File: src/rtl/if_id_fetch_buffer_pkg.sv
// ---------------------------------------------------------------------------
// if_id_fetch_buffer_pkg
//   Shared constants for the IF/ID decoupling buffer.
//   - INST_ADDR_W / INST_DATA_W : default PC and instruction widths (InstAddrBus / InstBus)
//   - FB_DEPTH                  : default queue depth
//   - RST_ENABLE / RST_DISABLE  : rst_n levels (reset is active-low)
//   - INST_NOP                  : canonical RV NOP (addi x0, x0, 0)
// ---------------------------------------------------------------------------
package if_id_fetch_buffer_pkg;

    localparam int          INST_ADDR_W = 64;
    localparam int          INST_DATA_W = 32;
    localparam int          FB_DEPTH    = 2;

    localparam logic        RST_ENABLE  = 1'b0;
    localparam logic        RST_DISABLE = 1'b1;

    localparam logic [31:0] INST_NOP    = 32'h0000_0013;

endpackage : if_id_fetch_buffer_pkg

File: src/rtl/if_id_fetch_buffer_fifo_mem.sv
// ---------------------------------------------------------------------------
// if_id_fifo_mem
//   Storage array for the IF/ID buffer. One synchronous write port and one
//   combinational read port. Contents are deliberately not reset: the
//   control logic never presents an entry that has not been written.
//   Ports:
//     clk      : clock
//     we_i     : write enable
//     waddr_i  : write index
//     wdata_i  : {pc, inst} entry to store
//     raddr_i  : read index (head of queue)
//     rdata_o  : entry at raddr_i
// ---------------------------------------------------------------------------
module if_id_fifo_mem #(
    parameter int DEPTH = 2,
    parameter int WIDTH = 96,
    parameter int PTR_W = $clog2(DEPTH)
) (
    input  logic             clk,
    input  logic             we_i,
    input  logic [PTR_W-1:0] waddr_i,
    input  logic [WIDTH-1:0] wdata_i,
    input  logic [PTR_W-1:0] raddr_i,
    output logic [WIDTH-1:0] rdata_o
);

    logic [WIDTH-1:0] mem_q [DEPTH];

    always_ff @(posedge clk) begin
        if (we_i) begin
            mem_q[waddr_i] <= wdata_i;
        end
    end

    assign rdata_o = mem_q[raddr_i];

endmodule : if_id_fifo_mem

File: src/rtl/if_id_fetch_buffer.sv
// ---------------------------------------------------------------------------
// if_id_fetch_buffer
//   In-order queue of {pc, inst} pairs between fetch and decode. Absorbs
//   decode stalls; a redirect flush drops every queued entry. All handshake
//   outputs come from registered state only (no in_* -> out_* paths).
//   Ports:
//     clk, rst_n          : clock, synchronous active-low reset
//     flush_i             : redirect, empties the buffer
//     in_valid/in_ready   : fetch-side handshake (in_ready = !full)
//     in_pc, in_inst      : fetched pair
//     out_valid/out_ready : decode-side handshake (out_valid = !empty)
//     out_pc, out_inst    : head pair (0 / NOP when empty)
//     count_o             : occupancy 0..DEPTH
// ---------------------------------------------------------------------------
module if_id_fetch_buffer
    import if_id_fetch_buffer_pkg::*;
#(
    parameter int ADDR_W = INST_ADDR_W,
    parameter int INST_W = INST_DATA_W,
    parameter int DEPTH  = FB_DEPTH
) (
    input  logic                     clk,
    input  logic                     rst_n,
    input  logic                     flush_i,
    input  logic                     in_valid,
    output logic                     in_ready,
    input  logic [ADDR_W-1:0]        in_pc,
    input  logic [INST_W-1:0]        in_inst,
    output logic                     out_valid,
    input  logic                     out_ready,
    output logic [ADDR_W-1:0]        out_pc,
    output logic [INST_W-1:0]        out_inst,
    output logic [$clog2(DEPTH):0]   count_o
);

    localparam int PTR_W   = $clog2(DEPTH);
    localparam int CNT_W   = $clog2(DEPTH) + 1;
    localparam int ENTRY_W = ADDR_W + INST_W;
    localparam logic [CNT_W-1:0] FULL_CNT = CNT_W'(DEPTH);

    logic [PTR_W-1:0]   wr_ptr_q, wr_ptr_d;
    logic [PTR_W-1:0]   rd_ptr_q, rd_ptr_d;
    logic [CNT_W-1:0]   count_q,  count_d;

    logic               push;
    logic               pop;
    logic               empty;
    logic               full;
    logic [ENTRY_W-1:0] head_entry;

    // Full/empty come from the occupancy counter, never from pointer compare.
    assign empty = (count_q == '0);
    assign full  = (count_q == FULL_CNT);

    assign in_ready  = ~full;
    assign out_valid = ~empty;
    assign count_o   = count_q;

    assign push = in_valid  & ~full  & ~flush_i;
    assign pop  = out_ready & ~empty & ~flush_i;

    always_comb begin
        wr_ptr_d = wr_ptr_q;
        rd_ptr_d = rd_ptr_q;
        count_d  = count_q;
        if (flush_i) begin
            wr_ptr_d = '0;
            rd_ptr_d = '0;
            count_d  = '0;
        end else begin
            if (push) wr_ptr_d = wr_ptr_q + 1'b1;   // wraps mod DEPTH
            if (pop)  rd_ptr_d = rd_ptr_q + 1'b1;
            case ({push, pop})
                2'b10:   count_d = count_q + 1'b1;
                2'b01:   count_d = count_q - 1'b1;
                default: count_d = count_q;
            endcase
        end
    end

    always_ff @(posedge clk) begin
        if (rst_n == RST_ENABLE) begin
            wr_ptr_q <= '0;
            rd_ptr_q <= '0;
            count_q  <= '0;
        end else begin
            wr_ptr_q <= wr_ptr_d;
            rd_ptr_q <= rd_ptr_d;
            count_q  <= count_d;
        end
    end

    if_id_fifo_mem #(
        .DEPTH (DEPTH),
        .WIDTH (ENTRY_W),
        .PTR_W (PTR_W)
    ) u_mem (
        .clk     (clk),
        .we_i    (push),
        .waddr_i (wr_ptr_q),
        .wdata_i ({in_pc, in_inst}),
        .raddr_i (rd_ptr_q),
        .rdata_o (head_entry)
    );

    // Mask the array when empty so decode never sees a stale or unwritten word.
    assign out_pc   = empty ? '0 : head_entry[ENTRY_W-1:INST_W];
    assign out_inst = empty ? INST_W'(INST_NOP) : head_entry[INST_W-1:0];

endmodule : if_id_fetch_buffer
File: config.mk
export PLATFORM = sky130hd
export DESIGN_NAME = if_id_fetch_buffer
export DESIGN_NICKNAME = d
export VERILOG_FILES = /design/src/rtl/if_id_fetch_buffer_pkg.sv /design/src/rtl/if_id_fetch_buffer_fifo_mem.sv /design/src/rtl/if_id_fetch_buffer.sv
export SDC_FILE = /design/constraint.sdc
export NUM_CORES = 1
export LEC_CHECK = 0
export BUFFER_PORTS_ARGS = -buffer_cell sky130_fd_sc_hd__buf_2
export CORE_UTILIZATION = 25
export CTS_CLUSTER_DIAMETER = 200
export DETAILED_ROUTE_END_ITERATION = 8
export PLACE_DENSITY = 0.49
export SLEW_MARGIN = 20
export SYNTH_ARGS = -nofsm -noshare
export SYNTH_HDL_FRONTEND = slang
export SYNTH_SLANG_ARGS = --single-unit
export TNS_END_PERCENT = 1
File: constraint.sdc
create_clock -name clk -period 10.37 [get_ports clk]
set_input_delay 0.5185 -clock clk [delete_from_list [all_inputs] [get_ports clk]]
set_output_delay 0.5185 -clock clk [all_outputs]
set_load 0.02 [all_outputs]
==> results.md, run 1 <==
* Post-CTS sizing at 0
* Worst-path cell chain: buf_4 -> mux2i_1 -> nor2_1 -> buf_2
* Vias per inst at about 4.0
* Port Buffers at 200
* Top Family by Delay on Critical Path: buffers and inverters
* Gpl congestion at 0.6593
* Antenna viol nets, final at 0
* Largest net degree at the start of global routing at 58
* Slew at the pin with the worst max-slew slack at between 0.9 and 1 ns
* Max-slew violations at 0
* Design Area, Final at between 9000 and 10000 um2
* Root cell of the clock tree: clkbuf_16
* Post-synth net total at between 500 and 600
* # Post-CTS Setup Buffers at 0
* Post-DP HPWL at 9934 um
* Drt first pass iters at 4
* Deepest clock path buffer count at 2
* Area after DPL at a little under 9000 um2
* Htree depth at 4
* FMAX at approximately 300 MHz
* Critical path type: reg -> out
* Synth unique cells at 19
* Nets at between 700 and 800
* DR WL/cell at between 15 and 20 um
* Clk sink count at a little under 200
* CP max-delay cell: dfxtp_4
* Critical path startpoint category: flip-flop
* Via Count at around 4200
* Die span in x at about 170 um
* Commonest non-fill, non-tap cell in the layout: buf_2
* Worst Skew at 0.01093 ns
* Starting density of the core at 0.2566
* Unrepaired setup endpoints after global routing: false
* Iter 0 DRT Violations at 180
* Pre-CTS setup slack at approximately 7.4 ns
* Initial antenna violation count at 1
* PwrDens at between 150 and 200 nW/um2
* Worst path max stage delay at just under 0.9 ns
* Data arrival time of the critical path at 2.83 ns
* Cts bufs inserted at 17
* Setup TNS at 0 ns
* Yosys reg bits at slightly below 200
* Gr ovfl total at 0
* CORE AREA at 29010 um2
* Ys Warns at 0
* # IOs at 201
* Area Growth Syn to Fin at 27.36%
* Vias in the first global route at 4105
* Fill count at 2877
* Synthesized area per cell at between 15 and 20 um2
* Residual DRC at 0
* Max cap viols at 0
* CP Max Fanout at 53
* Total global routing track utilization at 0.1047
* Hold buffer count at cts at 0
* Die Height at approximately 170 um
* Total wire length at between 15000 and 20000 um
* Crit path time final at about 3.3 ns
* Layout cells sized above 1 at 0.3708
* CTS clk-pin slew, worst paths at ~0.080 ns
* Hold WC Path Type: in -> reg
* Critical Path Sink Type: primary output
* Final worst slack at 7.025 ns
* Most frequent cells in the layout: 200 x buf_2, 192 x edfxtp_1, 97 x nor2_1
* First-pass GRT wire length at ~24000 um
* Leakage at roughly 3.4 nW
* Post-Syn Area at between 7000 and 8000 um2
* Period utilisation layout at 0.3226
* Max_slew headroom at 0.3426
* Peak VDD IR at around 0.075 mV
* Setup violators final at 0
* Seq/Total Area, Yosys at 0.7878
* Die area at 30480 um2
* Buffers plus inverters on the worst setup path at 2
* TritonCTS clock tree: built
* Clk_lat worst skew at around 0.42 ns
* Status: completed
* Mapped Cells at 434
* Cell row count at 62
* Required @ worst endpoint at a little under 10 ns
* Final hold vios at 0
cell usage after synthesis, drive strengths merged:
master	number	share of area
mux2i	96	0.13
or3	1	0.00084
dfxtp	5	0.013
inv	3	0.0015
nor2	100	0.050
nand3	2	0.0013
a21oi	2	0.0013
ha	1	0.0017
a21o	1	0.0010
edfxtp	192	0.77
xnor2	1	0.0012
o21ai	2	0.0013
nand2	4	0.0020
buf	18	0.016
nand2b	1	0.00084
clkbuf	3	0.0015
xor2	2	0.0024
logic make-up (layout without fill, tap and decap cells):
kind of cell | after synthesis | count (layout) | share of synthesized area
other | 0 | 1 | 0
buffers and inverters | 24 | 240 | 0.01882
and+or+nand+nor | 108 | 108 | 0.05545
xor gates and xnor gates | 3 | 3 | 0.003529
DFF | 197 | 197 | 0.7878
muxes | 96 | 96 | 0.1291
AOI/OAI and AO/OA | 5 | 5 | 0.003697
adders and majority gates | 1 | 1 | 0.001680
per-stage QoR:
step | hold slack, ns | util | std cells | total power [mW]
6_report | 0.2803 | 0.3269 | 1035 | 1.664
5_1_grt | 0.2448 | 0.3268 | 1034 | 1.725
4_1_cts | 0.2449 | 0.3261 | 1033 | 1.690
3_5_place_dp | 0.4995 | 0.3057 | 1003 | 1.019
3_3_place_gp | 0.4958 | 0.3057 | 1003 | 1.017
2_1_floorplan | 0.4725 | - | 434 | 0.9722
power by group:
part           total [mW]  internal [mW]  switching, mW
clock               0.665          0.363          0.302
combinational      0.0945         0.0343         0.0602
sequential          0.904          0.898        0.00614
total                1.66           1.30          0.369
area by class of cell:
cell class | instances | area, um2 | area share
clock inverters | 13 | 165.2 | 0.01742
diodes | 1 | 2.502 | 0.0002639
clock buffers | 17 | 425.4 | 0.04486
repair buffers | 207 | 1066 | 0.1124
multi-input cells | 213 | 1463 | 0.1542
well taps | 384 | 480.5 | 0.05067
inverters | 3 | 11.26 | 0.001187
flip-flops and latches | 197 | 5869 | 0.6189
state kept, by name (all words and copies together), names as in the netlist, named ones only:
signal,flops
u_mem.mem_q,192
count_o,2
rd_ptr_q,1
wr_ptr_q,1
worst paths after layout:
| path | startpoint | endpoint | slack (ns) | cells past startpoint |
|---|---|---|---|---|
| min | in_pc[21] | u_mem.mem_q[0][53] | 0.28 | 1 |
| min reg2reg | rd_ptr_q | rd_ptr_q | 0.51 | 2 |
| max | flip-flop | out_pc[52] | 7.03 | 4 |
| max reg2reg | count_o[0] | u_mem.mem_q[0][27] | 7.63 | 5 |
layer usage:
| layer | share of wire | track usage |
|---|---|---|
| met1 | 0.48 | 0.1423 |
| met2 | 0.46 | 0.1622 |
| met3 | 0.057 | 0.03177 |
| met4 | 0.0073 | 0.02717 |
| met5 | 0 | 0 |
Power figures use the tool's default switching activity.
==> inputs of run 2 (changes only) <==
Settings changed: ABC_AREA set to 1, PLACE_DENSITY 0.49 to 0.5.
Clock period 10.37 ns to 2.74 ns, I/O delays scaled along.
==> results.md, run 2 <==
* Synthesized area per cell at 13.77 um2
* Worst hold slack at ~0.084 ns
* Layout cells sized above 1 at 0.3229
* Synth unique cells at 17
* DR WL/cell at 14.41 um
* Total global routing track utilization at 0.1156
* Die Height at 176.5 um
* Port Buffers at 200
* Final hold vios at 0
* Die span in x at about 180 um
* Slew at the pin with the worst max-slew slack at between 0.6 and 0.7 ns
* Asr flop ratio synth at 0
* Drt first pass iters at 4
* Clk sink count at roughly 200
* Data arrival time of the critical path at about 1.9 ns
* Hold WC Path Type: in -> reg
* CP Max Fanout at 36
* ANT cells at 0
* Vias per inst at about 4
* Via Count at 5085
* Htree depth at 4
* First-pass GRT wire length at roughly 27000 um
* Peak VDD IR at ~0.29 mV
* Post-synth net total at 655
* Worst Skew at between 0.015 and 0.02 ns
* Required @ worst endpoint at 2.60 ns
* Cts bufs inserted at 17
* Synth top area cells: edfxtp_1 76%, nand2_1 9.9%, a21oi_1 4.1%
* Yosys reg bits at 197
* Period utilisation layout at 0.7525
* Post-DP HPWL at between 10000 and 15000 um
* Mapped Cells at 553
* Critical path startpoint category: flip-flop
* Crit path time final at about 2.1 ns
* Most frequent cell after synthesis: nand2_1
* Antenna viol nets, final at 0
* Max_slew headroom at 0.5767
* Initial antenna violation count at 0
* Area Growth Syn to Fin at 38.84%
* Synth top cells by count: 201 x nand2_1, 192 x edfxtp_1, 63 x a21oi_1
* Max cap viols at 0
* Iter 0 DRT Violations at 214
* Worst-path cell chain: inv_4 -> buf_4 -> nand2_1 -> a21oi_1 -> buf_2
* Largest register by flop count: u_mem.mem_q
* # IOs at 201
* Die area at 31150 um2
* Ys Warns at 0
* PwrDens at 604.2 nW/um2
* Largest net degree at the start of global routing at a little under 100
* Seq/Total Area, Yosys at 0.7705
* Gr ovfl total at 0
* Status: completed
* Critical path type: reg -> out
* Share of the synthesized area in the top cell type at 0.7574
* CP max-delay cell: dfxtp_4
* Worst path max stage delay at roughly 0.37 ns
* # Post-CTS Setup Buffers at 0
* Gpl congestion at 0.6976
* Max reg flops at 192
* Post-Syn Area at roughly 7600 um2
* Leakage at a little over 4 nW
* CTS clk-pin slew, worst paths at around 0.08 ns
* Total wire length at 18030 um
* Critical Path Sink Type: primary output
* Nets at 950
* TritonCTS clock tree: built
* Root cell of the clock tree: clkbuf_16
* CORE AREA at 29800 um2
* Deepest clock path buffer count at 2
* Setup TNS at 0 ns
* Commonest non-fill, non-tap cell in the layout: nand2_1
* Setup violators final at 0
* Unrepaired setup endpoints after global routing: false
* Top_reg_cell synth: edfxtp_1
* Residual DRC at 0
* Cell row count at 63
* FMAX at a little under 500 MHz
* Most frequent cells in the layout: 201 x nand2_1, 200 x buf_2, 192 x edfxtp_1
* Area leader, netlist: edfxtp_1
* Starting density of the core at 0.2555
* Vias in the first global route at between 5000 and 6000
* Max-slew violations at 0
* EDFF count, synth at ~190
* Clk_lat worst skew at between 0.4 and 0.5 ns
-- run 2: cell count changes after synthesis, sizes merged, moves of 2 or more --
| cell | previous run | this run |
|---|---|---|
| nand2 | 4 | 201 |
| mux2i | 96 | 0 |
| a21oi | 2 | 95 |
| nor2 | 100 | 12 |
| buf | 18 | 31 |
| inv | 3 | 8 |
| clkbuf | 3 | 0 |
| nand3 | 2 | 5 |
| o21ai | 2 | 0 |
-- run 2: where the power goes --
group	leakage (nW)	switching, mW	internal (mW)
clock	0.286	1.18	1.31
combinational	2.04	0.264	0.218
sequential	1.80	0.0185	3.39
-- run 2: cell families (layout without fill, tap and decap cells) --
kind of cell | after synthesis | after routing | synth area share
compound gates | 95 | 95 | 0.07824
fa+ha+maj | 1 | 1 | 0.001643
xor+xnor | 1 | 1 | 0.001151
buf+inv | 39 | 347 | 0.03830
simple gates | 220 | 220 | 0.1101
flops | 197 | 197 | 0.7705
-- run 2: per-stage QoR --
stage	util	power [mW]	setup WS [ns]	cell area, um2	std cells
global route	0.3547	6.628	0.5013	10570	1251
CTS	0.3547	6.478	0.6287	10570	1251
detailed placement	0.3020	3.856	0.9407	8999	1120
floorplan	-	3.681	-0.01726	7625	553
global placement	0.3020	3.851	0.9470	8999	1120
finish	0.3547	6.386	0.6782	10570	1251
-- run 2: worst max-delay path, delay by kind of cell, from the launching register on --
family	cells	cell delay (ns)
AOI/OAI and AO/OA	1	0.19
buffers and inverters	3	0.84
DFF	1	0.37
and+or+nand+nor	1	0.07
-- run 2: layer usage --
layer / track usage / part of all wire
met2: 0.2003 / 0.50
met4: 0.03520 / 0.0087
met3: 0.02649 / 0.041
met5: 0 / 0
met1: 0.1420 / 0.45
-- run 2: path summary, 6_finish.rpt --
check	start	slack, ns	to	cells past startpoint
setup / recovery	flip-flop	0.68	out_inst[26]	5
hold / removal	rst_n	0.08	wr_ptr_q	5
setup reg to reg	count_o[1]	0.69	count_o[0]	8
hold reg to reg	rd_ptr_q	0.52	flip-flop	2
-- run 2: final cells by class --
cell class              count  area, um2
clock buffers              18      439.2
clock inverters            14      140.1
fillers                  2903      19230
inverters                   8      36.28
multi-input cells         317       1468
flip-flops and latches    197       5871
well taps                 390      488.0
repair buffers            307       2127
-- run 2: timing repair --
| action | 4_1_cts | 5_1_grt |
|---|---|---|
| gates resized for setup | 0 | 0 |
| endpoints found under the hold margin | 194 | 0 |
| hold buffers | 99 | 0 |
==> inputs of run 3 (changes only) <==
Settings changed: PLACE_DENSITY 0.5 to 0.49.
Clock period 2.74 ns to 2.03 ns, I/O delays scaled along.
==> results.md, run 3 (same netlist as run 2, synthesis figures left out) <==
* Largest net degree at the start of global routing at between 50 and 60
* CORE AREA at just under 30000 um2
* CP max-delay cell: dfxtp_4
* Critical path type: reg -> out
* Root cell of the clock tree: clkbuf_16
* Largest register by flop count: u_mem.mem_q
* Die Height at about 180 um
* Layout cells sized above 1 at 0.3329
* Worst hold slack at ~0.12 ns
* Iter 0 DRT Violations at 230
* Internal at 6.482 mW
* Clk sink count at a little under 200
* ANT cells at 0
* Initial antenna violation count at 0
* Post-route insts no fill at roughly 1300
* Top Family by Delay on Critical Path: flip-flops
* # Post-CTS Setup Buffers at 0
* Buffers plus inverters on the worst setup path at 2
* Comb pwr share at 0.079
* Critical Path Sink Type: primary output
* Clk_lat worst skew at 0.42 ns
* DR WL/cell at 14.85 um
* Critical path startpoint category: flip-flop
* CTS clk-pin slew, worst paths at 0.08 ns
* Deepest clock path buffer count at 2
* Leakage at ~4.2 nW
* Final hold vios at 0
* Peak VDD IR at roughly 0.37 mV
* Post-DP HPWL at 11450 um
* Required @ worst endpoint at just under 2 ns
* Cts bufs inserted at 17
* Residual DRC at 0
* Max cap viols at 0
* PwrDens at just under 800 nW/um2
* Area Growth Syn to Fin at 39.97%
* Drt first pass iters at 4
* Unrepaired setup endpoints after global routing: false
* Crit path time final at 1.854 ns
* Worst-path cell chain: buf_12 -> nand2_1 -> a21oi_1 -> buf_2
* Starting density of the core at 0.2555
* Nets at 957
* Vias per inst at 4.075
* Worst path max stage delay at approximately 0.55 ns
* CP Max Fanout at 40
* First-pass GRT wire length at 28370 um
* Max-slew violations at 0
* Antenna viol nets, final at 0
* Max reg flops at roughly 190
* Via Count at approximately 5100
* Slew at the pin with the worst max-slew slack at 0.4818 ns
* Hold WC Path Type: in -> reg
* Commonest non-fill, non-tap cell in the layout: buf_2
* Clock share of power at 0.376
* Data arrival time of the critical path at 1.75 ns
* Htree depth at 4
* Switching power at 1.969 mW
* Dpl cells at between 1000 and 1500
* Period utilisation layout at 0.9133
* Vias in the first global route at 5212
* Gr ovfl total at 0
* TritonCTS clock tree: built
* Gpl congestion at between 0.7 and 0.8
* Cell row count at 63
* Sw Share at 0.2330
* Status: completed
* Die area at a little over 30000 um2
* # IOs at around 200
* Most frequent cells in the layout: 200 x buf_2, 199 x nand2_1, 192 x edfxtp_1
* Setup violators final at 0
* Final core occ at 0.3576
* Worst Skew at approximately 0.011 ns
* Total global routing track utilization at 0.1213
* Total wire length at ~19000 um
* Port Buffers at 200
* Proportion of power drawn by flip-flops and latches at 0.545
* Max_slew headroom at 0.6788
* Die span in x at 176.5 um
* FMAX at between 500 and 600 MHz
==> run 3: cell count changes in the layout (fill, tap and decap cells not counted), sizes merged <==
cell,change
buf,+7
bufinv,-1
clkbuf,-1
clkinv,+2
clkinvlp,+1
inv,-1
==> run 3: tightest hold or removal path, stage by stage <==
cell and delay (ns):
buf_2 0.10, inv_1 0.04, nor2_1 0.09, a21oi_1 0.13, nor2_1 0.05
==> run 3: area by class of cell <==
type,count,area [um2]
Clock buffer,17,425.4
Fill cell,2948,19140
Timing Repair Buffer,314,2212
Inverter,8,38.79
Multi-Input combinational cell,317,1496
Tap cell,390,488.0
Sequential cell,197,5877
Clock inverter,15,117.6
==> run 3: worst paths after layout <==
path / start / end / slack, ns / depth (start not counted)
hold / removal: in_valid / wr_ptr_q / 0.12 / 5
hold reg to reg: rd_ptr_q / rd_ptr_q / 0.54 / 2
setup / recovery: flip-flop / out_inst[9] / 0.18 / 4
setup reg to reg: count_o[1] / count_o[1] / 0.46 / 10
==> run 3: what timing repair did <==
| item | CTS | global route |
|---|---|---|
| endpoints found under the hold margin | 197 | 0 |
| hold buffers | 99 | 0 |
| resized for setup | 0 | 2 |
| setup endpoints to repair | 0 | 2 |
==> run 3: per-layer routing <==
metal / GRT usage / vias to the layer above / part of all wire
met5: 0 / - / 0
met3: 0.03833 / 16 / 0.062
met1: 0.1447 / 2410 / 0.44
li1: - / 2548 / -
met4: 0.04059 / 0 / 0.015
met2: 0.2059 / 152 / 0.49
==> run 3: power groups by stage <==
stage / logic, mW / registers [mW] / clock network [mW]
detailed placement: 0.520 / 4.70 / 0
CTS: 0.675 / 4.61 / 3.31
finish: 0.666 / 4.61 / 3.18
global route: 0.728 / 4.61 / 3.46
floorplan: 0.270 / 4.70 / 0
global placement: 0.516 / 4.70 / 0
==> run 3: per-stage QoR <==
| stage | TNS (ns) | power, mW | area [um2] | setup WS (ns) |
|---|---|---|---|---|
| after floorplan | -82.13 | 4.970 | 7662 | -0.4552 |
| after global placement | 0 | 5.213 | 9114 | 0.4622 |
| after detailed placement | 0 | 5.218 | 9114 | 0.4259 |
| after CTS | 0 | 8.592 | 10650 | 0.08167 |
| after global routing | 0 | 8.797 | 10660 | 0.04390 |
| final | 0 | 8.451 | 10660 | 0.1760 |
